## src/rtl/div_ctrl_pkg.sv

```systemverilog
// Shared constants for the divider sequencer: controller state encodings and
// the start/stop and annul levels driven toward the radix-2 divider.
package div_ctrl_pkg;

    typedef enum logic [1:0] {
        ST_IDLE  = 2'd0,
        ST_BUSY  = 2'd1,
        ST_RESP  = 2'd2,
        ST_DRAIN = 2'd3
    } div_state_t;

    localparam logic DIV_START    = 1'b1;
    localparam logic DIV_STOP     = 1'b0;
    localparam logic DIV_ANNUL    = 1'b1;
    localparam logic DIV_NO_ANNUL = 1'b0;

endpackage

```

## src/rtl/div_ctrl.sv

```systemverilog
// div_ctrl: sequences DIV/DIVU between EX and the multi-cycle radix-2 divider.
// Optional macro DIV_FASTPATH_EN answers divisor==1 / dividend==0 without the divider.
module div_ctrl
    import div_ctrl_pkg::*;
#(
    parameter int DATA_W       = 32,
    parameter int DRAIN_CYCLES = 2
) (
    input  logic                  clk,
    input  logic                  rst,
    input  logic                  req_i,
    input  logic                  signed_i,
    input  logic [DATA_W-1:0]     op1_i,
    input  logic [DATA_W-1:0]     op2_i,
    input  logic                  flush_i,
    output logic                  stallreq_o,
    output logic                  hilo_we_o,
    output logic [DATA_W-1:0]     hi_o,
    output logic [DATA_W-1:0]     lo_o,
    output logic                  div_start_o,
    output logic                  div_annul_o,
    output logic                  div_signed_o,
    output logic [DATA_W-1:0]     div_op1_o,
    output logic [DATA_W-1:0]     div_op2_o,
    input  logic [2*DATA_W-1:0]   div_result_i,
    input  logic                  div_ready_i
);

    localparam int CNT_W = $clog2(DRAIN_CYCLES + 1);

    div_state_t        state, state_nxt;
    logic [CNT_W-1:0]  drain_cnt, drain_cnt_nxt;
    logic              start_nxt, annul_nxt, signed_nxt;
    logic [DATA_W-1:0] op1_nxt, op2_nxt, hi_nxt, lo_nxt;

    // The pipeline is released on the RESP cycle, so only IDLE-accept and BUSY stall.
    assign stallreq_o = ((state == ST_IDLE) && req_i && !flush_i) || (state == ST_BUSY);
    assign hilo_we_o  = (state == ST_RESP) && !flush_i;

    always_comb begin
        state_nxt     = state;
        drain_cnt_nxt = drain_cnt;
        start_nxt     = div_start_o;
        annul_nxt     = DIV_NO_ANNUL;
        signed_nxt    = div_signed_o;
        op1_nxt       = div_op1_o;
        op2_nxt       = div_op2_o;
        hi_nxt        = hi_o;
        lo_nxt        = lo_o;
        case (state)
            ST_IDLE: begin
                if (req_i && !flush_i) begin
                    signed_nxt = signed_i;
                    op1_nxt    = op1_i;
                    op2_nxt    = op2_i;
`ifdef DIV_FASTPATH_EN
                    // x/1 = x rem 0 and 0/y = 0 rem 0 for both signednesses.
                    if ((op2_i == DATA_W'(1)) || (op1_i == '0)) begin
                        hi_nxt    = '0;
                        lo_nxt    = op1_i;
                        state_nxt = ST_RESP;
                    end else
`endif
                    begin
                        start_nxt = DIV_START;
                        state_nxt = ST_BUSY;
                    end
                end
            end
            ST_BUSY: begin
                if (flush_i) begin
                    start_nxt     = DIV_STOP;
                    annul_nxt     = DIV_ANNUL;
                    drain_cnt_nxt = CNT_W'(DRAIN_CYCLES);
                    state_nxt     = ST_DRAIN;
                end else if (div_ready_i) begin
                    hi_nxt    = div_result_i[2*DATA_W-1:DATA_W];
                    lo_nxt    = div_result_i[DATA_W-1:0];
                    start_nxt = DIV_STOP;
                    state_nxt = ST_RESP;
                end
            end
            ST_RESP: begin
                state_nxt = ST_IDLE;
            end
            ST_DRAIN: begin
                // Keep start low long enough for the divider to fall back to free.
                drain_cnt_nxt = drain_cnt - CNT_W'(1);
                if (drain_cnt <= CNT_W'(1)) begin
                    state_nxt = ST_IDLE;
                end
            end
            default: begin
                state_nxt = ST_IDLE;
            end
        endcase
    end

    always_ff @(posedge clk or negedge rst) begin
        if (!rst) begin
            state        <= ST_IDLE;
            drain_cnt    <= '0;
            div_start_o  <= DIV_STOP;
            div_annul_o  <= DIV_NO_ANNUL;
            div_signed_o <= 1'b0;
            div_op1_o    <= '0;
            div_op2_o    <= '0;
            hi_o         <= '0;
            lo_o         <= '0;
        end else begin
            state        <= state_nxt;
            drain_cnt    <= drain_cnt_nxt;
            div_start_o  <= start_nxt;
            div_annul_o  <= annul_nxt;
            div_signed_o <= signed_nxt;
            div_op1_o    <= op1_nxt;
            div_op2_o    <= op2_nxt;
            hi_o         <= hi_nxt;
            lo_o         <= lo_nxt;
        end
    end

endmodule

```

## config.mk

```make
export PLATFORM = sky130hd
export DESIGN_NAME = div_ctrl
export DESIGN_NICKNAME = d
export VERILOG_FILES = /design/src/rtl/div_ctrl_pkg.sv /design/src/rtl/div_ctrl.sv
export SDC_FILE = /design/constraint.sdc
export NUM_CORES = 1
export LEC_CHECK = 0
export ABC_CLOCK_PERIOD_IN_PS = 1900
export BUFFER_PORTS_ARGS = -buffer_cell sky130_fd_sc_hd__buf_4
export CAP_MARGIN = 40
export CORE_MARGIN = 8
export CORE_UTILIZATION = 41
export CTS_CLUSTER_SIZE = 16
export DETAILED_ROUTE_END_ITERATION = 10
export PLACE_DENSITY = 0.86
export SYNTH_ARGS = -nofsm -noshare
export SYNTH_HDL_FRONTEND = slang
export SYNTH_SLANG_ARGS = --single-unit
```

## constraint.sdc

```tcl
create_clock -name clk -period 1.9 [get_ports clk]
set_input_delay 0.38 -clock clk [delete_from_list [all_inputs] [get_ports clk]]
set_output_delay 0.38 -clock clk [all_outputs]
set_load 0.01 [all_outputs]
```

==> reports/summary.log, run 1 <==
qor: timing.finalWorstPathRequiredPeriod 1.882 ns
qor: pwr.internal-power 9214 uW
qor: yosys.synthesis.area_per_instance 11.55 um^2
qor: yosys.netlist.area_leader.share 66.01%
qor: yosys.synthDominantAreaCellType sky130_fd_sc_hd__dfrtp_1
qor: min_path.min_delay_path_depth 3
qor: cells_and_area.final_layout_size_suffix_gt1_share 51.24%
qor: setup_path.worst_path_slowest_cell sky130_fd_sc_hd__or4b_4
qor: setup_path.worst-r2r-setup-slack 0.14 ns
qor: setup_path.worst-r2r-cell-count 5
qor: setup_path.critical_path_arrival 1.50 ns
qor: yosys.synth_nets 578
qor: pwr.p_leak 0.004192 uW
qor: setup_path.max_stage_delay 0.53 ns
qor: setup_path.critical_path.cell_chain or4b_4 > nand2_2 > buf_6
qor: timing.grt_setup_unrepaired yes
qor: timing.tightestPinTransition 0.4801 ns
qor: cells_and_area.antennaDiodeCount 0
qor: routing.detail_route.first_pass.iterations 4
qor: placement.numPortBuffers 266
qor: pwr.total_power_consumption_of_the_routed_design 13540 uW
qor: die.placementRows 41
qor: cts.cts_made_buffers 17
qor: routing.route.vias.total 4108
qor: yosys.synth_most_common_cell sky130_fd_sc_hd__nand2_1
qor: cells_and_area.area.growth.synth_to_final 55.31%
qor: die.start_util 41.22%
qor: routing.antenna_violating_nets_left 0
qor: min_path.worstHoldPathType in -> reg
qor: cells_and_area.layout.nets 852
qor: cts.cts_max_level 4
qor: routing.post_drt_via_cell_ratio 4.564
qor: routing.drc 0
qor: yosys.post_synth_edffs 0
qor: yosys.synth.cell_area 0.005117 mm^2
qor: yosys.yosys_warnings 0
qor: min_path.hold_path_startpoint op2_i[6]
qor: grt.grt_antenna_before_repair 0
qor: grt.grt_remaining_overflow 0
qor: yosys.seq_area_frac_synth 66.01%
qor: timing.post_route_fraction_of_the_period_consumed_by_the_critical_path 99.03%
qor: die.core_area 0.01241 mm^2
qor: timing.fmax 531.5 MHz
qor: cts.clock_insertion_delay_worst_skew 0.41 ns
qor: timing.final-setup-viol-count 0
qor: yosys.postSynth.asyncResetShare 100.0%
qor: timing.finalClockSkew 0.008230 ns
qor: cts.clk_root_buffer_cell sky130_fd_sc_hd__clkbuf_16
qor: yosys.yosysUniqueCellTypes 20
qor: status.status finished clean
qor: timing.hold-worst-slack 0.1561 ns
qor: setup_path.critical_path.endpoint_type output port
qor: yosys.postSynthRegisterBits 135
qor: pwr.comb_power_share 38.4%
qor: setup_path.worst_r2r_startpoint state[1]$_DFFE_PN0P_
qor: min_path.worst_hold_path.endpoint div_op2_o[6]$_DFFE_PN0P_
qor: pwr.peakVddDrop 0.8190 mV
qor: routing.routedWlPerCell 16.76 um
qor: pwr.pwr_density_cell 1704 mW/mm^2
qor: routing.route.final.wire_length 15080 um
qor: pwr.power.clock.fraction 24.0%
qor: timing.tns 0 ns
qor: pwr.net-switching-power 4327 uW
qor: grt.grt_util_all_layers 18.61%
qor: cells_and_area.fillCellCount 975
qor: cts.clock-sinks 135
qor: cts.clock_tree.buffer_depth 2
qor: grt.wire_length_of_the_first_global_routing_pass 23830 um
qor: setup_path.reg2reg_to hi_o[23]$_DFFE_PN0P_
qor: setup_path.critPathKind reg -> out
qor: cts.cts.reportedPaths.clkPinSlew 0.06 ns
qor: placement.detailedPlace.worstSlack 0.08366 ns
qor: placement.dp.final_hpwl 11810 um
qor: placement.routabilityCongestion 0.8082
qor: routing.drt_first_iter_violations 242
qor: die.floorplan.die_area 0.01631 mm^2
qor: job.cap_viol_max_count 0
qor: pwr.switching_share 31.96%
qor: timing.final_hold_viol_count 0
qor: yosys.dominantRegCellSynth sky130_fd_sc_hd__dfrtp_1
qor: die.die_x 127.7 um
qor: setup_path.maximum_fanout_along_the_worst_path 2
qor: setup_path.critical_path_required 1.52 ns
qor: pwr.part_of_the_total_power_dissipated_in_sequential_elements 37.6%
qor: setup_path.timing.critical_path.from_type flop
qor: grt.vias_in_the_first_global_route 4557
qor: cts.cts_tree done
qor: die.die_h 127.7 um
qor: die.io-pin-count 267
qor: timing.worst_setup_slack_after_layout 0.01848 ns
qor: yosys.ys_top_cells_by_count sky130_fd_sc_hd__nand2_1 (199), sky130_fd_sc_hd__dfrtp_1 (135), sky130_fd_sc_hd__mux2_2 (64)
qor: timing.relSlewSlack 68.00%
qor: grt.grt_start_max_net_pins 72
qor: timing.finalMaxSlewViolations 0
qor: yosys.synthCells 443
qor: yosys.netlist_top_cells_area sky130_fd_sc_hd__dfrtp_1 (66%), sky130_fd_sc_hd__nand2_1 (15%), sky130_fd_sc_hd__mux2_2 (14%)
cells by family (layout without fill, tap and decap cells):
kind of cell	count (synthesis)	in the layout	share of synthesized area [%]
flip-flops	135	135	66.01
AND/OR/NAND/NOR	210	210	15.94
adder cells (fa/ha/maj)	1	1	0.2445
multiplexers	64	64	14.08
buffers and inverters	26	311	2.934
AO/OA/AOI/OAI	7	7	0.7824
sequential cells by signal, summed over array words and instances, names as in the netlist:
signal	count
div_signed_o	1
div_op1_o	32
div_op2_o	32
div_start_o	1
lo_o	32
state	2
drain_cnt	2
div_annul_o	1
hi_o	32
layout make-up:
cell class	count	area (um^2)	share of cell area, %
multi-input combinational	282	1609	20.25
clock inverter	9	126.4	1.590
sequential	135	3378	42.51
inverter	3	11.26	0.1417
timing repair buffer	278	2147	27.02
clock buffer	21	460.4	5.793
tap	172	215.2	2.708
cell usage in the layout, fill, tap and decap left out:
cell,netlist,final
sky130_fd_sc_hd__clkinv_4,0,1
sky130_fd_sc_hd__nand3b_1,1,1
sky130_fd_sc_hd__a21o_1,1,1
sky130_fd_sc_hd__clkbuf_8,0,2
sky130_fd_sc_hd__a21oi_1,1,1
sky130_fd_sc_hd__nand2_2,0,1
sky130_fd_sc_hd__nor2_1,3,3
sky130_fd_sc_hd__nor2b_4,0,1
sky130_fd_sc_hd__nand2_1,199,198
sky130_fd_sc_hd__inv_1,3,3
sky130_fd_sc_hd__mux2_2,64,64
sky130_fd_sc_hd__nor4b_2,0,1
sky130_fd_sc_hd__clkbuf_1,6,2
sky130_fd_sc_hd__nor2b_1,2,1
sky130_fd_sc_hd__clkbuf_16,0,17
sky130_fd_sc_hd__clkinv_2,0,4
sky130_fd_sc_hd__dfrtp_1,135,135
sky130_fd_sc_hd__o31ai_1,1,1
sky130_fd_sc_hd__clkinvlp_4,0,1
sky130_fd_sc_hd__and2_1,1,1
sky130_fd_sc_hd__o21ai_0,4,4
sky130_fd_sc_hd__buf_6,5,2
sky130_fd_sc_hd__nand2b_1,1,1
sky130_fd_sc_hd__buf_4,0,271
sky130_fd_sc_hd__buf_12,0,4
sky130_fd_sc_hd__or4b_4,0,1
sky130_fd_sc_hd__dlygate4sd3_1,0,1
sky130_fd_sc_hd__bufinv_16,0,3
sky130_fd_sc_hd__and3_1,1,1
sky130_fd_sc_hd__ha_1,1,1
power by group through the flow:
stage          sequential, uW  clock [uW]  combinational [uW]
3_5_place_dp             5130           0                5270
6_report                 5090        3250                5200
5_1_grt                  5260        3450                5650
2_1_floorplan            5650           0                1610
4_1_cts                  5110        3310                5320
3_3_place_gp             5040           0                5100
stage by stage:
stage / instance area, um^2 / utilization, % / cells
finish: 7948 / 64.02 / 900
global route: 7948 / 64.02 / 900
CTS: 7948 / 64.02 / 900
detailed placement: 7326 / 59.01 / 867
global placement: 7326 / 59.01 / 867
floorplan: 5117 / - / 443
per-layer routing:
| metal | track usage (%) | vias up | wire length, um |
|---|---|---|---|
| met5 | 0 | - | 0 |
| met4 | 6.154 | 0 | 170 |
| met3 | 8.444 | 11 | 1609 |
| met2 | 31.30 | 191 | 7470 |
| met1 | 20.52 | 1949 | 5829 |
| li1 | - | 1957 | - |
worst max path at each step:
stage | startpoint | to | slack (ns) | cells past startpoint
after floorplan | state[1]$_DFFE_PN0P_ | stallreq_o | 0.04 | 6
after global placement | flush_i | div_op1_o[31]$_DFFE_PN0P_ | 0.13 | 5
after detailed placement | flush_i | div_op1_o[10]$_DFFE_PN0P_ | 0.08 | 5
after CTS | state[0]$_DFFE_PN0P_ | stallreq_o | -0.009 | 3
after global routing | state[1]$_DFFE_PN0P_ | stallreq_o | -0.02 | 3
final | state[1]$_DFFE_PN0P_ | stallreq_o | 0.02 | 3
critical path: cells and delay by family, from the launching register on:
family	cells	cell delay, ns
buffers and inverters	1	0.10
flip-flops	1	0.38
AND/OR/NAND/NOR	2	0.61
what timing repair did:
action,in CTS,in global routing
buffers inserted,2,0
resized for setup,3,0
endpoints found under the hold margin,7,0
endpoints found under the setup margin,1,1
pin swaps,2,1
hold buffers,1,0
cloned,0,0
Note: power is estimated with default switching activity, not from simulation.
==> run 2, diff against run 1 <==
--- a/config.mk
+++ b/config.mk
@@ -5,14 +5,15 @@
 export SDC_FILE = /design/constraint.sdc
 export NUM_CORES = 1
 export LEC_CHECK = 0
-export ABC_CLOCK_PERIOD_IN_PS = 1900
+export ABC_CLOCK_PERIOD_IN_PS = 2300
 export BUFFER_PORTS_ARGS = -buffer_cell sky130_fd_sc_hd__buf_4
 export CAP_MARGIN = 40
 export CORE_MARGIN = 8
-export CORE_UTILIZATION = 41
+export CORE_UTILIZATION = 48
 export CTS_CLUSTER_SIZE = 16
 export DETAILED_ROUTE_END_ITERATION = 10
-export PLACE_DENSITY = 0.86
+export PLACE_DENSITY = 0.93
+export SLEW_MARGIN = 10
 export SYNTH_ARGS = -nofsm -noshare
 export SYNTH_HDL_FRONTEND = slang
 export SYNTH_SLANG_ARGS = --single-unit
==> constraint.sdc (replaced) <==
create_clock -name clk -period 2.3 [get_ports clk]
set_input_delay 0.46 -clock clk [delete_from_list [all_inputs] [get_ports clk]]
set_output_delay 0.46 -clock clk [all_outputs]
set_load 0.01 [all_outputs]
==> run 2 against run 1 <==
Sequential cell count stayed put; largest power group unchanged; cell area is 0.16% higher; sequential share of layout area hardly changed; clock skew is 0.0043 ns lower; hold slack worse by 0.018 ns; sequential power is 17% lower; power is 16% lower; count of clock-buffer cells in the layout is 1 lower; critical endpoint unchanged; die area is 13% lower.
==> reports/summary.log, run 2 (synthesis gave the netlist of run 1 again) <==
qor: cells_and_area.antennaDiodeCount 0
qor: grt.wire_length_of_the_first_global_routing_pass 25340 um
qor: timing.tightestPinTransition 0.6660 ns
qor: cts.cts.reportedPaths.clkPinSlew 0.06 ns
qor: setup_path.timing.critical_path.from_type flop
qor: routing.route.final.wire_length 16170 um
qor: min_path.worst_hold_path.endpoint div_op2_o[1]$_DFFE_PN0P_
qor: setup_path.worst_path_slowest_cell sky130_fd_sc_hd__or4b_4
qor: placement.numPortBuffers 266
qor: min_path.worstHoldPathType in -> reg
qor: die.floorplan.die_area 0.01422 mm^2
qor: timing.fmax 474.5 MHz
qor: grt.vias_in_the_first_global_route 4634
qor: grt.grt_antenna_before_repair 0
qor: timing.tns 0 ns
qor: routing.route.vias.total 4252
qor: cells_and_area.layout_commonest_cell sky130_fd_sc_hd__buf_4
qor: routing.detail_route.first_pass.iterations 5
qor: pwr.comb_power_share 38.4%
qor: cells_and_area.multiInputGateArea 0.001609 mm^2
qor: routing.antenna_violating_nets_left 0
qor: timing.relSlewSlack 55.60%
qor: min_path.hold_path_startpoint op2_i[1]
qor: setup_path.critical_path.endpoint_type output port
qor: routing.drc 0
qor: setup_path.critical_path_required 1.84 ns
qor: setup_path.critical_path_arrival 1.65 ns
qor: cts.cts_tree done
qor: cells_and_area.most-common-layout-cells sky130_fd_sc_hd__buf_4 (273), sky130_fd_sc_hd__nand2_1 (198), sky130_fd_sc_hd__dfrtp_1 (133), sky130_fd_sc_hd__mux2_2 (64), sky130_fd_sc_hd__clkbuf_16 (16)
qor: setup_path.worst_r2r_startpoint state[1]$_DFFE_PN0P_
qor: die.die_h 119.3 um
qor: placement.routabilityCongestion 0.7763
qor: timing.final-setup-viol-count 0
qor: cells_and_area.layout.nets 854
qor: setup_path.reg2reg_to lo_o[11]$_DFFE_PN0P_
qor: setup_path.critical_path.cell_chain or4b_4 > nand2_2 > buf_4
qor: placement.dp.final_hpwl 12190 um
qor: pwr.switching_share 32.55%
qor: cts.clock-sinks 135
qor: pwr.p_leak 0.004205 uW
qor: job.cap_viol_max_count 0
qor: timing.finalWorstPathRequiredPeriod 2.107 ns
qor: cts.clk_root_buffer_cell sky130_fd_sc_hd__clkbuf_8
qor: grt.grt_remaining_overflow 0
qor: grt.grt_util_all_layers 22.73%
qor: routing.routedWlPerCell 18.65 um
qor: setup_path.worst-r2r-setup-slack 0.33 ns
qor: die.placementRows 37
qor: timing.grt_setup_unrepaired no
qor: pwr.part_of_the_total_power_dissipated_in_sequential_elements 36.9%
qor: setup_path.critPathKind reg -> out
qor: routing.post_drt_via_cell_ratio 4.904
qor: timing.finalClockSkew 0.003962 ns
qor: cells_and_area.stdcell_area 0.007960 mm^2
qor: cells_and_area.final_layout_size_suffix_gt1_share 51.85%
qor: cells_and_area.area.growth.synth_to_final 55.55%
qor: pwr.internal-power 7682 uW
qor: cts.cts_max_level 4
qor: die.start_util 49.57%
qor: setup_path.max_stage_delay 0.53 ns
qor: die.die_x 119.3 um
qor: die.io-pin-count 267
qor: cts.clock_insertion_delay_worst_skew 0.51 ns
qor: cells_and_area.fillCellCount 586
qor: timing.finalMaxSlewViolations 0
qor: cts.cts_made_buffers 17
qor: pwr.power.clock.fraction 24.7%
qor: timing.final_hold_viol_count 0
qor: timing.post_route_fraction_of_the_period_consumed_by_the_critical_path 91.63%
qor: pwr.net-switching-power 3707 uW
qor: pwr.total_power_consumption_of_the_routed_design 11390 uW
qor: cts.clock_tree.buffer_depth 2
qor: grt.grt_start_max_net_pins 67
qor: pwr.peakVddDrop 0.6822 mV
qor: setup_path.worst-r2r-cell-count 5
qor: status.status finished clean
qor: min_path.min_delay_path_depth 3
qor: placement.placement.cell_area 0.007308 mm^2
qor: pwr.pwr_density_cell 1431 mW/mm^2
qor: setup_path.maximum_fanout_along_the_worst_path 2
qor: die.core_area 0.01032 mm^2
qor: cells_and_area.seqCellArea 0.003381 mm^2
qor: routing.drt_first_iter_violations 196
run 2: metal layers:
| layer | vias up | GRT usage, % | part of all wire [%] |
|---|---|---|---|
| met5 | - | 0 | 0 |
| li1 | 1965 | - | - |
| met1 | 2059 | 24.24 | 37 |
| met2 | 206 | 38.64 | 50 |
| met3 | 22 | 10.86 | 12 |
| met4 | 0 | 7.984 | 1.7 |
run 2: worst max path at each step:
stage	slack (ns)	endpoint	depth (start not counted)	startpoint
floorplan	0.36	stallreq_o	6	state[1]$_DFFE_PN0P_
global placement	0.38	div_op2_o[30]$_DFFE_PN0P_	5	flush_i
detailed placement	0.33	lo_o[11]$_DFFE_PN0P_	5	flush_i
CTS	0.006	stallreq_o	3	state[1]$_DFFE_PN0P_
global route	0.13	stallreq_o	3	state[0]$_DFFE_PN0P_
finish	0.19	stallreq_o	3	state[0]$_DFFE_PN0P_
run 2: layout make-up:
type                            count  share of cell area [%]
Clock buffer                       20                   5.596
Clock inverter                     11                   2.169
Inverter                            3                  0.1415
Multi-Input combinational cell    282                   20.21
Sequential cell                   135                   42.47
Tap cell                          136                   2.138
Timing Repair Buffer              280                   27.27
run 2: what timing repair did:
action | CTS | global route
pin swaps | 1 | 0
setup endpoints to repair | 1 | 1
hold endpoints to repair | 26 | 0
gates resized for setup | 2 | 2
hold buffers | 1 | 0
buffers inserted | 2 | 0
run 2: through the flow:
step	util (%)	setup slack, ns	instances	hold slack (ns)
floorplan	-	0.3633	443	0.1644
global placement	70.79	0.3793	833	0.3441
detailed placement	70.79	0.3338	833	0.3464
CTS	77.05	0.005910	867	0.1202
global route	77.11	0.1325	867	0.1231
finish	77.11	0.1925	867	0.1378
run 2: power by group through the flow:
stage          logic (uW)  registers (uW)  clock network, uW
4_1_cts              4460            4200               2860
3_5_place_dp         4380            4230                  0
5_1_grt              4720            4340               2970
6_report             4370            4200               2820
3_3_place_gp         4230            4140                  0
2_1_floorplan        1330            4670                  0
run 2: critical path, delay by kind of cell (launching register included):
| kind | cells | cell delay (ns) |
|---|---|---|
| buf+inv | 1 | 0.12 |
| simple gates | 2 | 0.60 |
| flops | 1 | 0.42 |
==> run 3, diff against run 2 <==
--- a/config.mk
+++ b/config.mk
@@ -12,8 +12,7 @@
 export CORE_UTILIZATION = 48
 export CTS_CLUSTER_SIZE = 16
 export DETAILED_ROUTE_END_ITERATION = 10
-export PLACE_DENSITY = 0.93
-export SLEW_MARGIN = 10
+export PLACE_DENSITY = 0.84
 export SYNTH_ARGS = -nofsm -noshare
 export SYNTH_HDL_FRONTEND = slang
 export SYNTH_SLANG_ARGS = --single-unit
==> run 3 against run 2 <==
Combinational power is 1% lower; sequential share of layout area is 0.64 points higher; power is 2.7% lower; register-to-register slack better by 0.17 ns; largest power group unchanged.
==> reports/summary.log, run 3 (synthesis gave the netlist of run 1 again) <==
qor: routing.drt_first_iter_violations 195
qor: placement.placement.cell_area 0.007246 mm^2
qor: setup_path.critical_path_required 1.84 ns
qor: die.die_x 119.3 um
qor: cts.cts.reportedPaths.clkPinSlew 0.06 ns
qor: cells_and_area.area.growth.synth_to_final 53.23%
qor: timing.grt_setup_unrepaired no
qor: min_path.worstHoldPathType in -> reg
qor: placement.routabilityCongestion 0.7667
qor: setup_path.worstPathBufferInverterCount 1
qor: timing.finalWorstPathRequiredPeriod 2.101 ns
qor: cts.clk_root_buffer_cell sky130_fd_sc_hd__clkbuf_8
qor: cells_and_area.layout_commonest_cell sky130_fd_sc_hd__buf_4
qor: setup_path.timing.critical_path.from_type flop
qor: pwr.comb_power_share 39.0%
qor: cts.cts_made_buffers 17
qor: job.cap_viol_max_count 0
qor: routing.route.vias.total 4114
qor: die.placementRows 37
qor: pwr.pwr_density_cell 1414 mW/mm^2
qor: timing.tightestPinTransition 0.6602 ns
qor: cells_and_area.stdcell_area 0.007841 mm^2
qor: grt.grt_remaining_overflow 0
qor: cells_and_area.most-common-layout-cells sky130_fd_sc_hd__buf_4 (270), sky130_fd_sc_hd__nand2_1 (199), sky130_fd_sc_hd__dfrtp_1 (133), sky130_fd_sc_hd__mux2_2 (64), sky130_fd_sc_hd__clkbuf_16 (16)
qor: timing.relSlewSlack 55.98%
qor: setup_path.critPathKind reg -> out
qor: routing.post_drt_via_cell_ratio 4.784
qor: routing.antenna_violating_nets_left 0
qor: grt.grt_start_max_net_pins 67
qor: timing.finalClockSkew 0.005488 ns
qor: die.start_util 49.57%
qor: routing.drc 0
qor: pwr.internal-power 7493 uW
qor: pwr.power.clock.fraction 23.3%
qor: setup_path.max_stage_delay 0.54 ns
qor: status.status finished clean
qor: grt.grt_util_all_layers 21.89%
qor: pwr.peakVddDrop 0.6901 mV
qor: pwr.part_of_the_total_power_dissipated_in_sequential_elements 37.8%
qor: pwr.p_leak 0.004156 uW
qor: grt.grtUsageMet1 23.07%
qor: routing.detail_route.first_pass.iterations 4
qor: pwr.total_power_consumption_of_the_routed_design 11090 uW
qor: cts.clock-sinks 135
qor: grt.wire_length_of_the_first_global_routing_pass 24250 um
qor: cells_and_area.fillCellCount 681
qor: timing.post_route_fraction_of_the_period_consumed_by_the_critical_path 91.35%
qor: grt.vias_in_the_first_global_route 4472
qor: grt.met2_usage 37.06%
qor: cts.clock_tree.buffer_depth 2
qor: setup_path.critical_path_arrival 1.64 ns
qor: die.die_h 119.3 um
qor: cells_and_area.antennaDiodeCount 0
qor: setup_path.maximum_fanout_along_the_worst_path 2
qor: setup_path.path_delay_family simple AND/OR/NAND/NOR gates
qor: routing.routedWlPerCell 18.21 um
qor: setup_path.critical_path.cell_chain or4b_4 > nand2_1 > buf_4
qor: grt.met3_usage 10.20%
qor: die.io-pin-count 267
qor: placement.dp.final_hpwl 11910 um
qor: timing.finalMaxSlewViolations 0
qor: cts.cts_max_level 4
qor: grt.grt_antenna_before_repair 0
qor: cells_and_area.final_layout_size_suffix_gt1_share 51.10%
qor: pwr.net-switching-power 3594 uW
qor: routing.route.final.wire_length 15660 um
qor: setup_path.critical_path.endpoint_type output port
qor: die.floorplan.die_area 0.01422 mm^2
qor: timing.final-setup-viol-count 0
qor: timing.tns 0 ns
qor: setup_path.worst_path_slowest_cell sky130_fd_sc_hd__or4b_4
qor: cells_and_area.layout.nets 849
qor: cts.clock_insertion_delay_worst_skew 0.50 ns
qor: timing.fmax 476.0 MHz
qor: cells_and_area.utilization 75.95%
qor: timing.final_hold_viol_count 0
qor: placement.numPortBuffers 266
qor: cts.cts_tree done
qor: pwr.switching_share 32.41%
qor: grt.grt_most_used_layer met2
qor: die.core_area 0.01032 mm^2
## run 3: cell count changes in the layout (fill, tap and decap cells not counted), moves of 2 or more
cell                         before  now
sky130_fd_sc_hd__clkinvlp_4       4    2
sky130_fd_sc_hd__clkinv_2         1    3
sky130_fd_sc_hd__buf_4          273  270
sky130_fd_sc_hd__buf_12           5    3
## run 3: repair_timing
action / 4_1_cts / 5_1_grt
endpoints found under the setup margin: 1 / 1
gates resized for setup: 2 / 1
buffers inserted: 2 / 0
hold buffers: 1 / 0
endpoints found under the hold margin: 52 / 0
## run 3: worst reg2reg max path, stage by stage, from the launching register on
cell and delay [ns]:
sky130_fd_sc_hd__dfrtp_2 0.41, sky130_fd_sc_hd__buf_4 0.17, sky130_fd_sc_hd__nand2b_1 0.21, sky130_fd_sc_hd__nor2b_4 0.15, sky130_fd_sc_hd__buf_12 0.30, sky130_fd_sc_hd__mux2_2 0.44
## run 3: final cells by class
class	count	area, um^2	share of cell area [%]
clock buffer	20	435.4	5.553
sequential	135	3381	43.11
multi-input combinational	282	1607	20.49
inverter	3	11.26	0.1436
timing repair buffer	275	2108	26.89
clock inverter	9	128.9	1.644
tap	136	170.2	2.170
## run 3: layer usage
metal	share of wire, %	wire length [um]
met1	37	5791
met2	50	7758
met3	11	1767
met4	2.2	346
met5	0	0
## run 3: through the flow
step | std cells | hold slack [ns] | worst slack (ns)
2_1_floorplan | 443 | 0.1644 | 0.3633
4_1_cts | 860 | 0.1142 | 0.01275
3_3_place_gp | 828 | 0.4492 | 0.3982
3_5_place_dp | 828 | 0.4572 | 0.3309
5_1_grt | 860 | 0.1186 | 0.1364
6_report | 860 | 0.1441 | 0.1990
## run 3: power by group through the flow
stage               clock network (uW)  registers [uW]  logic [uW]
floorplan                            0            4670        1330
global placement                     0            4150        4210
detailed placement                   0            4220        4350
CTS                               2640            4190        4420
global route                      2740            4320        4680
finish                            2580            4190        4320
## run 3: worst paths after layout
kind | from | to | slack [ns] | cells after the start
max | state[1]$_DFFE_PN0P_ | stallreq_o | 0.20 | 3
min in group asynchronous | rst | div_op1_o[31]$_DFFE_PN0P_ | 0.50 | 2
max in group asynchronous | rst | lo_o[16]$_DFFE_PN0P_ | 1.16 | 3
min reg2reg | div_op1_o[28]$_DFFE_PN0P_ | div_op1_o[28]$_DFFE_PN0P_ | 0.47 | 2
max reg2reg | state[1]$_DFFE_PN0P_ | lo_o[22]$_DFFE_PN0P_ | 0.50 | 5
min | op2_i[21] | div_op2_o[21]$_DFFE_PN0P_ | 0.14 | 3
